**config.mk**
```make
export PLATFORM = sky130hd
export DESIGN_NAME = matrix_pixel_fetch
export DESIGN_NICKNAME = d
export VERILOG_FILES = /design/src/rtl/matrix_pixel_fetch.sv
export SDC_FILE = /design/constraint.sdc
export NUM_CORES = 1
export LEC_CHECK = 0
export BUFFER_PORTS_ARGS = -buffer_cell sky130_fd_sc_hd__buf_2
export CORE_ASPECT_RATIO = 1.2
export CORE_UTILIZATION = 50
export CTS_BUF_LIST = sky130_fd_sc_hd__clkbuf_4 sky130_fd_sc_hd__clkbuf_8
export CTS_CLUSTER_SIZE = 14
export DETAILED_ROUTE_END_ITERATION = 12
export PLACE_DENSITY = 0.74
export SYNTH_ARGS = -nofsm -noshare
export SYNTH_HDL_FRONTEND = slang
export SYNTH_SLANG_ARGS = --single-unit
```
**constraint.sdc**
```tcl
create_clock -name clk_in -period 2.2 [get_ports clk_in]
set_clock_uncertainty 0.2 [all_clocks]
set_input_delay 0.11 -clock clk_in [delete_from_list [all_inputs] [get_ports clk_in]]
set_output_delay 0.11 -clock clk_in [all_outputs]
set_load 0.01 [all_outputs]
```
**src/rtl/matrix_pixel_fetch.sv**
```systemverilog
// matrix_pixel_fetch: reads the top- and bottom-half pixels for one column from a
// single-port framebuffer. Each pixel is reduced to one {R,G,B} bit-plane selected by
// brightness_mask.
// Optional build macro: MATRIX_PIXEL_FETCH_GAMMA_EN applies a square-law gamma
// correction to each channel before the mask is applied.
module matrix_pixel_fetch #(
    parameter int unsigned ROW_BITS  = 4,
    parameter int unsigned COL_BITS  = 6,
    parameter int unsigned CHAN_BITS = 6
) (
    input  logic                             clk_in,
    input  logic                             reset,
    input  logic                             pixel_req,
    input  logic [COL_BITS-1:0]              column_address,
    input  logic [ROW_BITS-1:0]              row_address,
    input  logic [CHAN_BITS-1:0]             brightness_mask,
    output logic [ROW_BITS+COL_BITS:0]       ram_addr,
    output logic                             ram_rd_en,
    input  logic [3*CHAN_BITS-1:0]           ram_rd_data,
    output logic [2:0]                       rgb_top,
    output logic [2:0]                       rgb_bottom,
    output logic                             pixel_valid,
    output logic                             busy,
    output logic                             overrun
);

    localparam int unsigned SqBits = 2 * CHAN_BITS;

    typedef enum logic [1:0] {StIdle, StRdTop, StRdBot, StCapture} state_e;

    state_e                      state_q, state_d;
    logic [COL_BITS-1:0]         col_q;
    logic [ROW_BITS-1:0]         row_q;
    logic [CHAN_BITS-1:0]        mask_q;
    logic [ROW_BITS+COL_BITS:0]  ram_addr_q;
    logic [3*CHAN_BITS-1:0]      top_q;
    logic [2:0]                  rgb_top_q, rgb_bottom_q;
    logic [2:0]                  rgb_top_d, rgb_bottom_d;
    logic                        pixel_valid_q;
    logic                        overrun_q;

    // Per-channel transfer: gamma curve g = (c*c + 2^N - 1) >> N, or identity.
    function automatic logic [CHAN_BITS-1:0] chan_xform(input logic [CHAN_BITS-1:0] c);
`ifdef MATRIX_PIXEL_FETCH_GAMMA_EN
        logic [SqBits-1:0] sq;
        sq = SqBits'(c) * SqBits'(c) + SqBits'((1 << CHAN_BITS) - 1);
        return sq[SqBits-1:CHAN_BITS];
`else
        return c;
`endif
    endfunction

    // Reduce one {R,G,B} pixel to a single bit per channel under the plane mask.
    function automatic logic [2:0] bit_plane(input logic [3*CHAN_BITS-1:0] pix,
                                             input logic [CHAN_BITS-1:0]   mask);
        logic [2:0] bits;
        bits[2] = |(chan_xform(pix[3*CHAN_BITS-1:2*CHAN_BITS]) & mask);
        bits[1] = |(chan_xform(pix[2*CHAN_BITS-1:CHAN_BITS]) & mask);
        bits[0] = |(chan_xform(pix[CHAN_BITS-1:0]) & mask);
        return bits;
    endfunction

    // FSM state register
    always_ff @(posedge clk_in or negedge reset) begin
        if (!reset) begin
            state_q <= StIdle;
        end else begin
            state_q <= state_d;
        end
    end

    // FSM next state: fixed four-cycle walk once a request is accepted
    always_comb begin
        state_d = state_q;
        unique case (state_q)
            StIdle:    if (pixel_req) state_d = StRdTop;
            StRdTop:   state_d = StRdBot;
            StRdBot:   state_d = StCapture;
            StCapture: state_d = StIdle;
            default:   state_d = StIdle;
        endcase
    end

    // FSM outputs: read strobe and busy follow the state; bit-planes built during CAPTURE
    always_comb begin
        ram_rd_en    = (state_q == StRdTop) || (state_q == StRdBot);
        busy         = (state_q != StIdle);
        // Bottom pixel arrives on ram_rd_data in CAPTURE and is consumed directly.
        rgb_top_d    = bit_plane(top_q, mask_q);
        rgb_bottom_d = bit_plane(ram_rd_data, mask_q);
    end

    // Datapath: request latch, address sequencing, pixel capture, sticky overrun
    always_ff @(posedge clk_in or negedge reset) begin
        if (!reset) begin
            col_q         <= '0;
            row_q         <= '0;
            mask_q        <= '0;
            ram_addr_q    <= '0;
            top_q         <= '0;
            rgb_top_q     <= '0;
            rgb_bottom_q  <= '0;
            pixel_valid_q <= 1'b0;
            overrun_q     <= 1'b0;
        end else begin
            pixel_valid_q <= (state_q == StCapture);
            if (pixel_req && (state_q != StIdle)) begin
                overrun_q <= 1'b1;
            end
            unique case (state_q)
                StIdle: begin
                    if (pixel_req) begin
                        col_q      <= column_address;
                        row_q      <= row_address;
                        mask_q     <= brightness_mask;
                        // Address moves together with the state so RD_TOP sees it at once.
                        ram_addr_q <= {1'b0, row_address, column_address};
                    end
                end
                StRdTop: begin
                    ram_addr_q <= {1'b1, row_q, col_q};
                end
                StRdBot: begin
                    top_q <= ram_rd_data;
                end
                StCapture: begin
                    rgb_top_q    <= rgb_top_d;
                    rgb_bottom_q <= rgb_bottom_d;
                end
                default: ;
            endcase
        end
    end

    assign ram_addr    = ram_addr_q;
    assign rgb_top     = rgb_top_q;
    assign rgb_bottom  = rgb_bottom_q;
    assign pixel_valid = pixel_valid_q;
    assign overrun     = overrun_q;

endmodule
```
* Yosys cells after proc, flatten, opt, wreduce, memory -nomap -nowiden
Cells that the tools add are included.
** Word-level totals
- Register bits :: 55
- Bits in latches :: 0
- Memory bits (writable) :: 0
- ROM bits :: 0
- Input port bits :: 37
- Output and inout bits :: 21
- Logic and storage cells :: 37
- Memories :: 0
** Cells by class
- $add $sub $neg :: 0
- $mul :: 0
- Divide/modulo/power cells :: 0
- $lt $le $gt $ge :: 0
- Equality and inequality tests :: 4
- Shift-type cells :: 0
- Muxes and demuxes :: 4
- Bitwise operators :: 6
- Reductions and logical operators :: 13
** Operators with widths (number)
- $and 6x6->6 :: 6
- $reduce_or 6->1 :: 6
- $pmux 11 s2 :: 1
- $mux 11 :: 1
- $pmux 2 s4 :: 1
- $eq 2x2->1 const B :: 2
- $reduce_and 2->1 :: 2
- $reduce_bool 2->1 :: 2
- $eq 2x1->1 const B :: 1
- $logic_not 2->1 :: 1
- $mux 2 :: 1
- $ne 2x2->1 const B :: 1
- $logic_and 1x1->1 :: 1
- $logic_or 1x1->1 :: 1

* Depth between registers and ports, before layout
Gate-level depths: netlist (run 1).
- Word-level depth :: 3
- Depth in mapped cells :: 6
- Depth with buffers taken out :: 4

* Least setup slack after synthesis (run 1)
Ideal clock, no wire load.
- Path kind :: register to register
- Start :: register state_q[0]
- End :: register ram_addr_q[0] (netlist: ram_addr[0])
- Arrival time :: 1.473 ns
- Required time :: 1.875 ns
- Path slack :: 0.402 ns
- Cell stages (with the launch flop) :: 6
- Cell sequence :: dfrtp_1 -> inv_1 -> ha_1 -> mux2_4 -> buf_6 -> mux2_4
** Between the ends
- Cells in the longest elaborated chain, start to end :: 3
- Elaborated cells on any way between the ends :: 6
- Classes of those cells :: eq/ne: 2; mux: 1; reduce/logical: 3
** Ends and longest elaborated chain
- start: declaration :: RTL line 31 : state_e state_q, state_d;
- start signal: assignment :: RTL line 66 : state_q <= StIdle;
- start signal: assignment :: RTL line 68 : state_q <= state_d;
- $eq 2x1->1 / $logic_not 2->1 (equally long branches) :: RTL line 110 : unique case (state_q)
- $reduce_bool 2->1 (no line) / $ne 2x2->1 (equally long branches)
- $reduce_and 2->1 (no line)
- end signal: assignment :: RTL line 117 : ram_addr_q <= {1'b0, row_address, column_address};
- end signal: assignment :: RTL line 121 : ram_addr_q <= {1'b1, row_q, col_q};
- end: declaration :: RTL line 35 : logic [ROW_BITS+COL_BITS:0] ram_addr_q;
Several ways; a longest one is shown, not always the timed one.
A chain may end at the register's enable or synchronous reset.

* Worst setup path in the final report (run 1)
- Start :: register state_q[1]
- End :: register ram_addr_q[5] (netlist: ram_addr[5])
Same word-level chain as after synthesis.

==> metrics, run 1 <==
outcome=completed; sequential share of the synthesized area=0.569; Non-Filler Instances=318; Yosys cell types=17; Final GP Congestion=0.709; Worst-Skew Late Latency=0.30 ns; Final #Nets=301; LEAKAGE=1.48 nW; CTS tree=built; vias in the first global route=1783; die area=5120 µm²; Pwr Density=1330 nW/µm²; first-pass GRT wire length=8200 µm; Post-Place Cells=274; Critical Path Start Type=flop; drc violations=0; IO Port Bufs=57; CP max stage delay=0.42 ns; Routed WL=4930 µm; synthesis-stage register bit count=55; crit-path cells=inv_1, ha_1, buf_4, mux2_2, mux2_4; HPWL after DPL=3210 µm; area of the multi-input gates=996 µm²; TNS Setup=0 ns; critical path required time=2.19 ns; Synth Area in Simple Gates=0.0166; Final Hold Vio Count=0; Syn Nets=204; DIE HEIGHT=78.2 µm; remaining antenna violation count=0; clock root buffer=clkbuf_8; Crit. End Element=flop; Compound-Gate Fraction of Synth Area=0.0874; Synth Warn #=0; CP Class=flop to flop; n_diodes=0; max_cap viols=0; XOR/XNOR Fraction of Synth Area=0; Max H-tree Level=2; via count=1653; CP Max Fanout=7; all-layer global routing usage=0.213; Worst Tran Pin Value=0.585 ns; grt ovf=0; core area=4630 µm²; Iteration-0 DRC Markers=81; Avg Cell Area, Syn=14.9 µm²; IO Pins=58; CTS Buf Count=5; Design Power=4.31 mW; via-per-instance ratio=5.20; Final period util=0.891; Die X=65.5 µm; FF+latch area=1380 µm²; routed len/inst=15.5 µm; Pre-antenna DRT Iters=5; peak supply drop=0.803 mV; worst hold path class=primary input to async pin; # setup viols final=0; slew margin rel.=0.610; initial antenna violation count=0; post-synthesis mux area share=0.282; adder-cell share of the synthesized area=0.0259; worst hold slack=0.138 ns; Mapped Cells=162; layout cell share with drive strength beyond 1=0.481; largest net degree at the start of global routing=32; Initial Util=0.523; largest family of logic cells by synthesized area=multiplexers; FILL cells=323; f_max=510 MHz; post-synthesis instance area=2420 µm²; Max Root-Sink Buffers=2; Rows=27; area grow syn2layout=34.0%; min Tclk post-route=1.96 ns; CTS resizes=0; CP arrival=1.95 ns; CTS clock-pin slew for the worst setup and hold paths=0.09 ns; RSZ-0062 raised after global routing=false; final count of pins violating max slew=0; Slowest cell on crit path=dfrtp_1; clock sink count=55
[final timing paths]
| path | from | endpoint | slack, ns | cells after the start |
|---|---|---|---|---|
| max in group asynchronous | reset | top_q[8] | 1.10 | 3 |
| hold reg to reg | overrun | overrun | 0.26 | 1 |
| min in group clk_in | overrun | overrun | 0.26 | 1 |
| hold / removal | reset | ram_addr[10] | 0.14 | 2 |
| setup / recovery | state_q[1] | ram_addr[5] | 0.24 | 5 |
| setup reg to reg | state_q[1] | ram_addr[5] | 0.24 | 5 |
[flip-flops by register name, indices dropped and copies added, names as in the netlist]
signal	cells
top_q	18
ram_addr	11
col_q	6
mask_q	6
row_q	4
rgb_bottom	3
rgb_top	3
state_q	2
overrun	1
pixel_valid	1
[layout make-up]
type                    count  area share
flip-flops and latches     55       0.425
well taps                  58      0.0224
clock buffers               8      0.0320
multi-input cells          98       0.307
inverters                   3     0.00347
repair buffers             96       0.210
[power by group]
| part | internal, mW | switching (mW) |
|---|---|---|
| sequential | 1.51 | 0.353 |
| combinational | 1.10 | 0.740 |
| clock | 0.300 | 0.311 |
[stage by stage]
stage | utilization | cell area (µm²) | setup slack (ns)
global route | 0.700 | 3240 | 0.160
CTS | 0.700 | 3240 | 0.244
detailed placement | 0.600 | 2780 | 0.266
floorplan | - | 2420 | 0.402
finish | 0.700 | 3240 | 0.241
global placement | 0.600 | 2780 | 0.290
[cells by family (layout without fill, tap and decap cells)]
family                   Yosys count  count (layout)
AO/OA/AOI/OAI                     27              27
adder cells (fa/ha/maj)            5               5
buffers and inverters              9             107
flip-flops                        55              55
multiplexers                      57              57
AND/OR/NAND/NOR                    9               9
[layout by cell type (no fill, tap or decap), drive strengths merged]
cell         Yosys  routed
buf              5      60
mux2            56      56
dfrtp           55      55
dlygate4sd3      0      36
a22oi           18      18
clkbuf           1       8
nor2             7       7
a41oi            6       6
ha               5       5
inv              3       3
or2b             1       1
mux2i            1       1
nand2            1       1
a21boi           1       1
o22a             1       1
a21o             1       1
[layer usage]
layer  part of all wire  up-vias  track usage
met2               0.49       52        0.361
li1                   -      795            -
met3              0.041       10       0.0552
met5                  0        -            0
met1               0.45      796        0.259
met4              0.023        0       0.0761
[critical path, delay by kind of cell (launching register included)]
kind	cells	cell delay, ns
adder cells (fa/ha/maj)	1	0.30
buffers and inverters	2	0.33
flip-flops	1	0.42
multiplexers	2	0.59
[cells in the mapped netlist]
master / n / area (µm²)
dfrtp_1: 55 / 1380
mux2_2: 45 / 507
a22oi_1: 18 / 135
mux2_4: 11 / 165
nor2_1: 7 / 26.3
a41oi_1: 6 / 52.6
ha_1: 5 / 62.6
buf_2: 4 / 20.0
inv_1: 3 / 11.3
a21boi_0: 1 / 7.51
a21o_1: 1 / 7.51
buf_6: 1 / 11.3
clkbuf_1: 1 / 3.75
mux2i_1: 1 / 10.0
nand2_2: 1 / 6.26
o22a_1: 1 / 8.76
or2b_1: 1 / 7.51
[what timing repair did]
| action | 4_1_cts | 5_1_grt |
|---|---|---|
| endpoints found under the hold margin | 72 | 0 |
| buffers inserted | 0 | 0 |
| hold buffers | 36 | 0 |
(Power assumes the default switching activity.)
==> run 2, diff against run 1 <==
--- a/config.mk
+++ b/config.mk
@@ -5,6 +5,7 @@
 export SDC_FILE = /design/constraint.sdc
 export NUM_CORES = 1
 export LEC_CHECK = 0
+export ABC_AREA = 1
 export BUFFER_PORTS_ARGS = -buffer_cell sky130_fd_sc_hd__buf_2
 export CORE_ASPECT_RATIO = 1.2
 export CORE_UTILIZATION = 50
@@ -12,6 +13,7 @@
 export CTS_CLUSTER_SIZE = 14
 export DETAILED_ROUTE_END_ITERATION = 12
 export PLACE_DENSITY = 0.74
+export SKIP_LAST_GASP = 1
 export SYNTH_ARGS = -nofsm -noshare
 export SYNTH_HDL_FRONTEND = slang
 export SYNTH_SLANG_ARGS = --single-unit
==> metrics, run 2 <==
Final period util=0.771; TNS Setup=0 ns; most frequent cells in the layout=nand2_1 (105), buf_2 (57), dfrtp_1 (55); Final GP Congestion=0.712; reg-to-reg slack, setup=0.50 ns; Yosys top cell by area=dfrtp_1; clock sink count=55; HPWL after DPL=3450 µm; top cells by count, synth=nand2_1 (105), dfrtp_1 (55), inv_1 (26), nor2_1 (21), o21ai_0 (20); IO Port Bufs=57; Worst Tran Pin Value=0.438 ns; grt ovf=0; Final Hold Vio Count=0; Non-Filler Instances=438; Post-synth EDFFs=0; Iteration-0 DRC Markers=73; Routed WL=5100 µm; Max Root-Sink Buffers=2; XOR/XNOR Fraction of Synth Area=0; post-synth top area share=0.545; Synth Warn #=0; post-synthesis mux area share=0.0936; layout cell share with drive strength beyond 1=0.235; largest cells by area after synthesis=dfrtp_1 (54%), nand2_1 (16%), mux2_4 (5.3%); initial antenna violation count=0; worst hold path class=primary input to async pin; Avg Cell Area, Syn=9.03 µm²; LEAKAGE=1.72 nW; critical path required time=2.22 ns; Worst-Skew Late Latency=0.31 ns; pre-CTS WS=0.496 ns; routed len/inst=11.6 µm; Syn Nets=322; Finished Core Util=0.675; DIE HEIGHT=79.9 µm; Yosys cell types=15; final count of pins violating max slew=0; Crit. End Element=flop; synthesis-stage register bit count=55; die area=5340 µm²; max_cap viols=0; first-pass GRT wire length=8400 µm; via count=2075; FF+latch area=1380 µm²; area of the multi-input gates=980 µm²; CP Class=flop to flop; r2r startpoint=state_q[0]; FILL cells=405; clock root buffer=clkbuf_8; Initial Util=0.515; RSZ-0062 raised after global routing=false; register with the most flip-flops=top_q; reg2reg end=mask_q[3]; largest net degree at the start of global routing=36; CTS clock-pin slew for the worst setup and hold paths=0.11 ns; Top FF cell, synth=dfrtp_1; Rows=28; max reg flops=18; Compound-Gate Fraction of Synth Area=0.0822; Final #Nets=419; remaining antenna violation count=0; via-per-instance ratio=4.74; Final WS setup=0.504 ns; Mapped Cells=280; outcome=completed; vias in the first global route=1960; Max H-tree Level=2; CTS tree=built; slew margin rel.=0.708; Die X=66.9 µm; CTS Buf Count=5; ys async rst share=1.00; area grow syn2layout=31.0%; CP arrival=1.71 ns; core area=4900 µm²; Pwr Density=1260 nW/µm²; Post-Place Cells=394; sequential share of the synthesized area=0.545; CP Max Fanout=28; most frequent cell after synthesis=nand2_1; Synth Area in Simple Gates=0.187; commonest non-fill, non-tap cell in the layout=nand2_1; Pre-antenna DRT Iters=4; n_diodes=0; Reg2Reg Depth=7; largest family of logic cells by synthesized area=simple AND/OR/NAND/NOR gates; min Tclk post-route=1.70 ns; f_max=590 MHz; adder-cell share of the synthesized area=0.0248; all-layer global routing usage=0.211; post-synthesis instance area=2530 µm²; # setup viols final=0; Critical Path Start Type=flop; IO Pins=58; drc violations=0; peak supply drop=0.709 mV
## run 2: cell types whose count changed after synthesis, sizes merged, moves of 7 or more
cell | before | now
a21oi | 0 | 7
a22oi | 18 | 0
inv | 3 | 26
mux2 | 56 | 18
nand2 | 1 | 105
nor2 | 7 | 21
o21ai | 0 | 33
## run 2: worst max path at each step
stage                    start         to  slack (ns)  cells past startpoint
floorplan           state_q[0]  top_q[10]        0.64                      5
finish              state_q[0]  mask_q[3]        0.50                      7
CTS                 state_q[0]  mask_q[3]        0.49                      7
global route        state_q[0]  mask_q[3]        0.38                      7
detailed placement  state_q[0]  mask_q[3]        0.50                      7
global placement    state_q[0]  mask_q[1]        0.58                      7
## run 2: timing repair
item | 4_1_cts | 5_1_grt
resized for setup | 0 | 0
endpoints found under the hold margin | 106 | 0
hold buffers | 36 | 0
setup buffers | 0 | 0
## run 2: layer usage
layer	global-route usage	share of wire	vias to the layer above
met5	0	0	-
met4	0.0702	0.0082	0
met3	0.0400	0.036	4
met2	0.370	0.50	47
met1	0.254	0.45	956
li1	-	-	1068
## run 2: worst max-delay path, stage by stage (launching register included)
cell and delay [ns]:
dfrtp_1 0.40, inv_1 0.10, ha_1 0.24, nand2_1 0.09, buf_4 0.27, inv_1 0.16
nand2_1 0.09, nand2_1 0.05
## run 2: stage by stage
step | hold slack (ns) | power (mW) | area (µm²)
finish | 0.0942 | 4.18 | 3310
global route | 0.131 | 4.54 | 3310
CTS | 0.101 | 4.23 | 3310
detailed placement | -0.0875 | 3.58 | 2860
global placement | -0.103 | 3.51 | 2860
floorplan | -0.386 | 3.12 | 2530
## run 2: cells by family after synthesis
kind of cell / count (synthesis)
flip-flops: 55
AO/OA/AOI/OAI: 41
adder cells (fa/ha/maj): 5
buffers and inverters: 35
multiplexers: 18
AND/OR/NAND/NOR: 126
## run 2: area by class of cell
type,instances,share of cell area
Sequential cell,55,0.416
Multi-Input combinational cell,190,0.296
Timing Repair Buffer,99,0.209
Inverter,26,0.0295
Tap cell,60,0.0227
Clock buffer,5,0.0208
Clock inverter,3,0.00680
## run 2: power by group
part           switching [mW]  internal (mW)  leakage [nW]  total (mW)
Sequential              0.326           1.50         0.656        1.83
Clock                   0.350          0.231        0.0489       0.581
Combinational           0.925          0.852          1.02        1.78
Total                    1.60           2.58          1.72        4.18
